$ cat src/rtl/sid_bus_read.sv
// SID read-side decoder: answers POTX/POTY/OSC3/ENV3 reads, models the decaying
// open-bus value for write-only addresses, and runs the 512-tick paddle measurement.
module sid_bus_read #(
    parameter logic [4:0]  BASE_ADDR   = 5'd0,
    parameter int unsigned DECAY_TICKS = 2048
) (
    input  logic       clk,
    input  logic       iRst,
    input  logic       clkEn,
    input  logic       iWE,
    input  logic       iRE,
    input  logic [4:0] iAddr,
    input  logic [7:0] iData,
    input  logic [7:0] iOsc3,
    input  logic [7:0] iEnv3,
    input  logic       iPotX,
    input  logic       iPotY,
    output logic [7:0] oData,
    output logic       oDataValid,
    output logic       oPotDischarge
);

    localparam logic [15:0] DECAY_RELOAD = 16'(DECAY_TICKS);
    localparam logic [4:0]  OFS_POTX     = 5'h19;
    localparam logic [4:0]  OFS_POTY     = 5'h1A;
    localparam logic [4:0]  OFS_OSC3     = 5'h1B;
    localparam logic [4:0]  OFS_ENV3     = 5'h1C;
    localparam logic [8:0]  PH_LAST_DIS  = 9'd255;
    localparam logic [8:0]  PH_LAST      = 9'd511;

    typedef enum logic {
        ST_DISCHARGE = 1'b0,
        ST_CHARGE    = 1'b1
    } pot_state_t;

    // Read path
    logic [7:0]  data_q, data_d;
    logic        valid_q, valid_d;
    logic [7:0]  bus_hold_q, bus_hold_d;
    logic [15:0] decay_q, decay_d;

    // Paddle path
    pot_state_t  state_q, state_d;
    logic [8:0]  ph_q, ph_d;
    logic        potx_meta_q, potx_meta_d;
    logic        potx_sync_q, potx_sync_d;
    logic        poty_meta_q, poty_meta_d;
    logic        poty_sync_q, poty_sync_d;
    logic [7:0]  capx_q, capx_d;
    logic [7:0]  capy_q, capy_d;
    logic        capturedx_q, capturedx_d;
    logic        capturedy_q, capturedy_d;
    logic [7:0]  potx_q, potx_d;
    logic [7:0]  poty_q, poty_d;

    logic [4:0]  offset;
    logic [7:0]  read_val;
    logic [7:0]  count;
    logic        hit_x;
    logic        hit_y;
    logic [7:0]  final_x;
    logic [7:0]  final_y;

    assign offset = iAddr - BASE_ADDR;

    always_comb begin
        read_val = bus_hold_q;
        case (offset)
            OFS_POTX: read_val = potx_q;
            OFS_POTY: read_val = poty_q;
            OFS_OSC3: read_val = iOsc3;
            OFS_ENV3: read_val = iEnv3;
            default:  read_val = bus_hold_q;
        endcase
    end

    always_comb begin
        data_d  = data_q;
        valid_d = iRE;
        if (iRE) begin
            data_d = read_val;
        end
    end

    // A write overrides a coincident read for the held value; the read itself
    // already returned the pre-write value through read_val.
    always_comb begin
        bus_hold_d = bus_hold_q;
        decay_d    = decay_q;
        if (iWE) begin
            bus_hold_d = iData;
            decay_d    = DECAY_RELOAD;
        end else if (iRE) begin
            bus_hold_d = read_val;
            decay_d    = DECAY_RELOAD;
        end else if (clkEn && (decay_q != 16'd0)) begin
            decay_d = decay_q - 16'd1;
            if (decay_q == 16'd1) begin
                bus_hold_d = 8'h00;
            end
        end
    end

    always_comb begin
        potx_meta_d = iPotX;
        potx_sync_d = potx_meta_q;
        poty_meta_d = iPotY;
        poty_sync_d = poty_meta_q;
    end

    assign count   = ph_q[7:0];
    assign hit_x   = potx_sync_q && !capturedx_q;
    assign hit_y   = poty_sync_q && !capturedy_q;
    assign final_x = hit_x ? count : (capturedx_q ? capx_q : 8'hFF);
    assign final_y = hit_y ? count : (capturedy_q ? capy_q : 8'hFF);

    always_comb begin
        state_d     = state_q;
        ph_d        = ph_q;
        capx_d      = capx_q;
        capy_d      = capy_q;
        capturedx_d = capturedx_q;
        capturedy_d = capturedy_q;
        potx_d      = potx_q;
        poty_d      = poty_q;
        if (clkEn) begin
            ph_d = ph_q + 9'd1;
            case (state_q)
                ST_DISCHARGE: begin
                    if (ph_q == 9'd0) begin
                        capturedx_d = 1'b0;
                        capturedy_d = 1'b0;
                    end
                    if (ph_q == PH_LAST_DIS) begin
                        state_d = ST_CHARGE;
                    end
                end
                ST_CHARGE: begin
                    if (hit_x) begin
                        capx_d      = count;
                        capturedx_d = 1'b1;
                    end
                    if (hit_y) begin
                        capy_d      = count;
                        capturedy_d = 1'b1;
                    end
                    if (ph_q == PH_LAST) begin
                        capx_d  = final_x;
                        capy_d  = final_y;
                        potx_d  = final_x;
                        poty_d  = final_y;
                        state_d = ST_DISCHARGE;
                    end
                end
                default: state_d = ST_DISCHARGE;
            endcase
        end
    end

    always_ff @(posedge clk) begin
        if (iRst) begin
            data_q      <= 8'h00;
            valid_q     <= 1'b0;
            bus_hold_q  <= 8'h00;
            decay_q     <= 16'd0;
            state_q     <= ST_DISCHARGE;
            ph_q        <= 9'd0;
            potx_meta_q <= 1'b0;
            potx_sync_q <= 1'b0;
            poty_meta_q <= 1'b0;
            poty_sync_q <= 1'b0;
            capx_q      <= 8'h00;
            capy_q      <= 8'h00;
            capturedx_q <= 1'b0;
            capturedy_q <= 1'b0;
            potx_q      <= 8'h00;
            poty_q      <= 8'h00;
        end else begin
            data_q      <= data_d;
            valid_q     <= valid_d;
            bus_hold_q  <= bus_hold_d;
            decay_q     <= decay_d;
            state_q     <= state_d;
            ph_q        <= ph_d;
            potx_meta_q <= potx_meta_d;
            potx_sync_q <= potx_sync_d;
            poty_meta_q <= poty_meta_d;
            poty_sync_q <= poty_sync_d;
            capx_q      <= capx_d;
            capy_q      <= capy_d;
            capturedx_q <= capturedx_d;
            capturedy_q <= capturedy_d;
            potx_q      <= potx_d;
            poty_q      <= poty_d;
        end
    end

    assign oData         = data_q;
    assign oDataValid    = valid_q;
    assign oPotDischarge = (state_q == ST_DISCHARGE);

endmodule
$ cat config.mk
export PLATFORM = sky130hd
export DESIGN_NAME = sid_bus_read
export DESIGN_NICKNAME = d
export VERILOG_FILES = /design/src/rtl/sid_bus_read.sv
export SDC_FILE = /design/constraint.sdc
export NUM_CORES = 1
export LEC_CHECK = 0
export BUFFER_PORTS_ARGS = -buffer_cell sky130_fd_sc_hd__buf_2
export CORE_MARGIN = 1.5
export CORE_UTILIZATION = 40
export CTS_BUF_LIST = sky130_fd_sc_hd__clkbuf_8
export DETAILED_ROUTE_END_ITERATION = 8
export GPL_ROUTABILITY_DRIVEN = 0
export SYNTH_ARGS = -nofsm -noshare
export SYNTH_HDL_FRONTEND = slang
export SYNTH_SLANG_ARGS = --single-unit
$ cat constraint.sdc
create_clock -name clk -period 3.93 [get_ports clk]
set_input_delay 0.5895 -clock clk [delete_from_list [all_inputs] [get_ports clk]]
set_output_delay 0.5895 -clock clk [all_outputs]
set_load 0.01 [all_outputs]
==> flow_metrics.py <==
metrics = {
    "flow_run": {
        "max-cap-violations": 0,
    },
    "sta": {
        "worst_pin_slew_ns": 0.951,
        "rsz0062_at_grt": "no",
        "fmax_mhz": 434,
        "fin_crit_ns": 2.31,
        "slew_viol_final": 0,
        "fin_ws_ns": 1.62,
        "skew_ns": 0.0148,
        "finalCritPeriodShare": 0.587,
        "finalSetupViolCount": 0,
        "timing.slew.headroom": 0.361,
        "setup_tns_ns": 0,
        "finalHoldViolations": 0,
    },
    "clock_network": {
        "clock_sinks": 81,
        "cts_buffer_depth": 2,
        "clk_pin_slew_worst_paths_ns": 0.08,
        "cts_tree": "built",
        "cts_root_buf": "clkbuf_8",
        "postCtsHoldBufs": 0,
        "postCtsSetupBuffers": 0,
        "cts_resized": 0,
        "cts_made_buffers": 9,
        "insertion_delay_ns": 0.36,
        "cts_htree_levels": 3,
    },
    "global_route": {
        "grt_pass1_vias": 3616,
        "overflow": 0,
        "grt_pass1_wl_um": 17700,
        "grt_util_all_layers": 0.196,
        "antenna_found_initial": 0,
        "grt_max_degree": 64,
    },
    "synth": {
        "synth_edf_count": 0,
        "ys_warn_count": 0,
        "ys_types": 54,
        "ys_seq_area_frac": 0.384,
        "async_reset_ff_frac": 0,
        "synth_top_cell_area_share": 0.384,
        "syn_inst": 524,
        "yosysMostFrequentCell": "dfxtp_1",
        "netlist_area_um2": 4220,
        "synth_area_per_cell_um2": 8.05,
        "synth_top_area_cell": "dfxtp_1",
        "ys.flop_type": "dfxtp_1",
        "yosys-top-cells-count": "81 x dfxtp_1, 65 x nor2_1, 59 x a21oi_1, 39 x inv_1, 35 x clkbuf_1",
        "syn_nets": 566,
        "netlist_top_cells_area": "dfxtp_1 38%, a21oi_1 7.0%, nor2_1 5.8%",
        "yosys_register_bits": 81,
    },
    "cells_and_area": {
        "finalNetCount": 585,
        "final_layout_size_suffix_gt1_frac": 0.131,
        "syn_to_final_growth_pct": 10.9,
        "diodes": 0,
        "final_util": 0.455,
    },
    "routing": {
        "ant_nets": 0,
        "drt-initial-drc-count": 266,
        "vias": 3851,
        "drt_first_pass_iters": 4,
        "viasPerCell": 5.63,
        "post-route-drc-count": 0,
        "wl_per_cell_um": 15.3,
        "wl_um": 10500,
    },
    "worst_setup_path": {
        "critPathLaunchType": "flip-flop",
        "worst_path_most_repeated_cell": "nor2_1",
        "crit_family": "simple AND/OR/NAND/NOR gates",
        "cp.arrival_ns": 2.59,
        "path_buf_inv": 0,
        "crit_path_end_kind": "flip-flop",
        "cpPeakStageDelay_ns": 0.74,
        "path_cells": "ha_1 > nand3_1 > nor2_1 > ha_1 > nor2_1 > nor3_1 > o22ai_1 > nor2_1",
        "cp_max_fo": 8,
        "criticalPathCategory": "flip-flop to flip-flop",
        "cp.required_ns": 4.21,
        "slowest_stage": "nor3_1",
    },
    "placed_design": {
        "post-place-ws_ns": 1.64,
        "numPortBuffers": 45,
        "hpwl_um": 7320,
    },
    "floorplanning": {
        "die_h_um": 106,
        "core_area_um2": 10300,
        "start_util": 0.410,
        "die_area_um2": 11200,
        "num_io_pins": 46,
        "die_w_um": 106,
        "placementRows": 37,
    },
    "power": {
        "powerDensity_nw_per_um2": 363,
        "p_leak_nw": 1.67,
        "ir_drop_mv": 0.184,
    },
    "status": {
        "run_status": "finished, final reports clean",
    },
    "min_path": {
        "hold_path.class": "input pin to flip-flop",
    },
}
power by group:
part	switching [mW]	total, mW	internal [mW]	leakage (nW)
registers	0.0229	0.866	0.843	0.658
clock network	0.300	0.608	0.308	0.109
logic	0.136	0.225	0.0896	0.903
layout by cell type, fill, tap and decap left out, types with 7 or more instances in the layout:
master | netlist | layout
a21oi_1 | 59 | 59
a221oi_1 | 16 | 16
nor2_1 | 65 | 65
nand3b_1 | 17 | 17
o2111ai_1 | 8 | 8
nor3_1 | 15 | 15
nand2b_1 | 13 | 13
o31ai_1 | 10 | 10
o21ai_0 | 7 | 7
clkbuf_8 | 0 | 10
a311oi_1 | 7 | 7
inv_1 | 39 | 41
nand2_1 | 31 | 31
buf_2 | 2 | 45
o22ai_1 | 18 | 18
o311ai_0 | 14 | 14
mux2i_1 | 7 | 7
dfxtp_1 | 81 | 81
final cells by class:
class | instances | area (um^2)
fill | 1052 | 5600
multi-input combinational | 363 | 2290
sequential | 81 | 1620
timing repair buffer | 48 | 248
tap | 136 | 170
inverter | 40 | 150
clock buffer | 10 | 138
clock inverter | 6 | 60.1
worst reg2reg max path, cell delays in order (launching register included):
cell,delay (ns)
dfxtp_1,0.51
ha_1,0.25
nand3_1,0.08
nor2_1,0.11
ha_1,0.20
nor2_1,0.06
nor3_1,0.74
o22ai_1,0.15
nor2_1,0.12
flip-flops by register name, summed over array words and instances (netlist names), named ones only:
name	count
ph_q	9
capturedy_q	1
capturedx_q	1
poty_q	8
potx_sync_q	1
capx_q	8
decay_q	16
bus_hold_q	8
capy_q	8
oDataValid	1
potx_meta_q	1
poty_sync_q	1
oData	8
poty_meta_q	1
potx_q	8
cells by family after synthesis:
group / count (synthesis) / share of synthesized area
muxes: 7 / 0.0166
adders and majority gates: 6 / 0.0178
DFF: 81 / 0.384
AOI/OAI and AO/OA: 155 / 0.257
buffers and inverters: 80 / 0.0727
xor gates and xnor gates: 6 / 0.0125
and+or+nand+nor: 189 / 0.239
per-stage QoR:
step	hold slack [ns]	power (mW)	cell area [um^2]	cells
after floorplan	0.414	1.04	4220	524
after global placement	0.429	1.10	4480	668
after detailed placement	0.429	1.11	4480	668
after CTS	0.427	1.72	4680	684
after global routing	0.442	1.77	4680	684
final	0.441	1.70	4680	684
routing by layer:
metal	vias to the layer above	track usage	share of wire
li1	1947	-	-
met1	1783	0.262	0.48
met2	104	0.315	0.46
met3	17	0.0396	0.048
met4	0	0.0627	0.016
met5	-	0	0
final timing paths:
path	endpoint	cells after the start	start	slack (ns)
hold reg to reg	potx_sync_q	1	potx_meta_q	0.45
setup reg to reg	capy_q[5]	8	ph_q[0]	1.62
setup / recovery	capy_q[5]	8	ph_q[0]	1.62
hold / removal	potx_meta_q	2	iPotX	0.44
(Power assumes the default switching activity.)
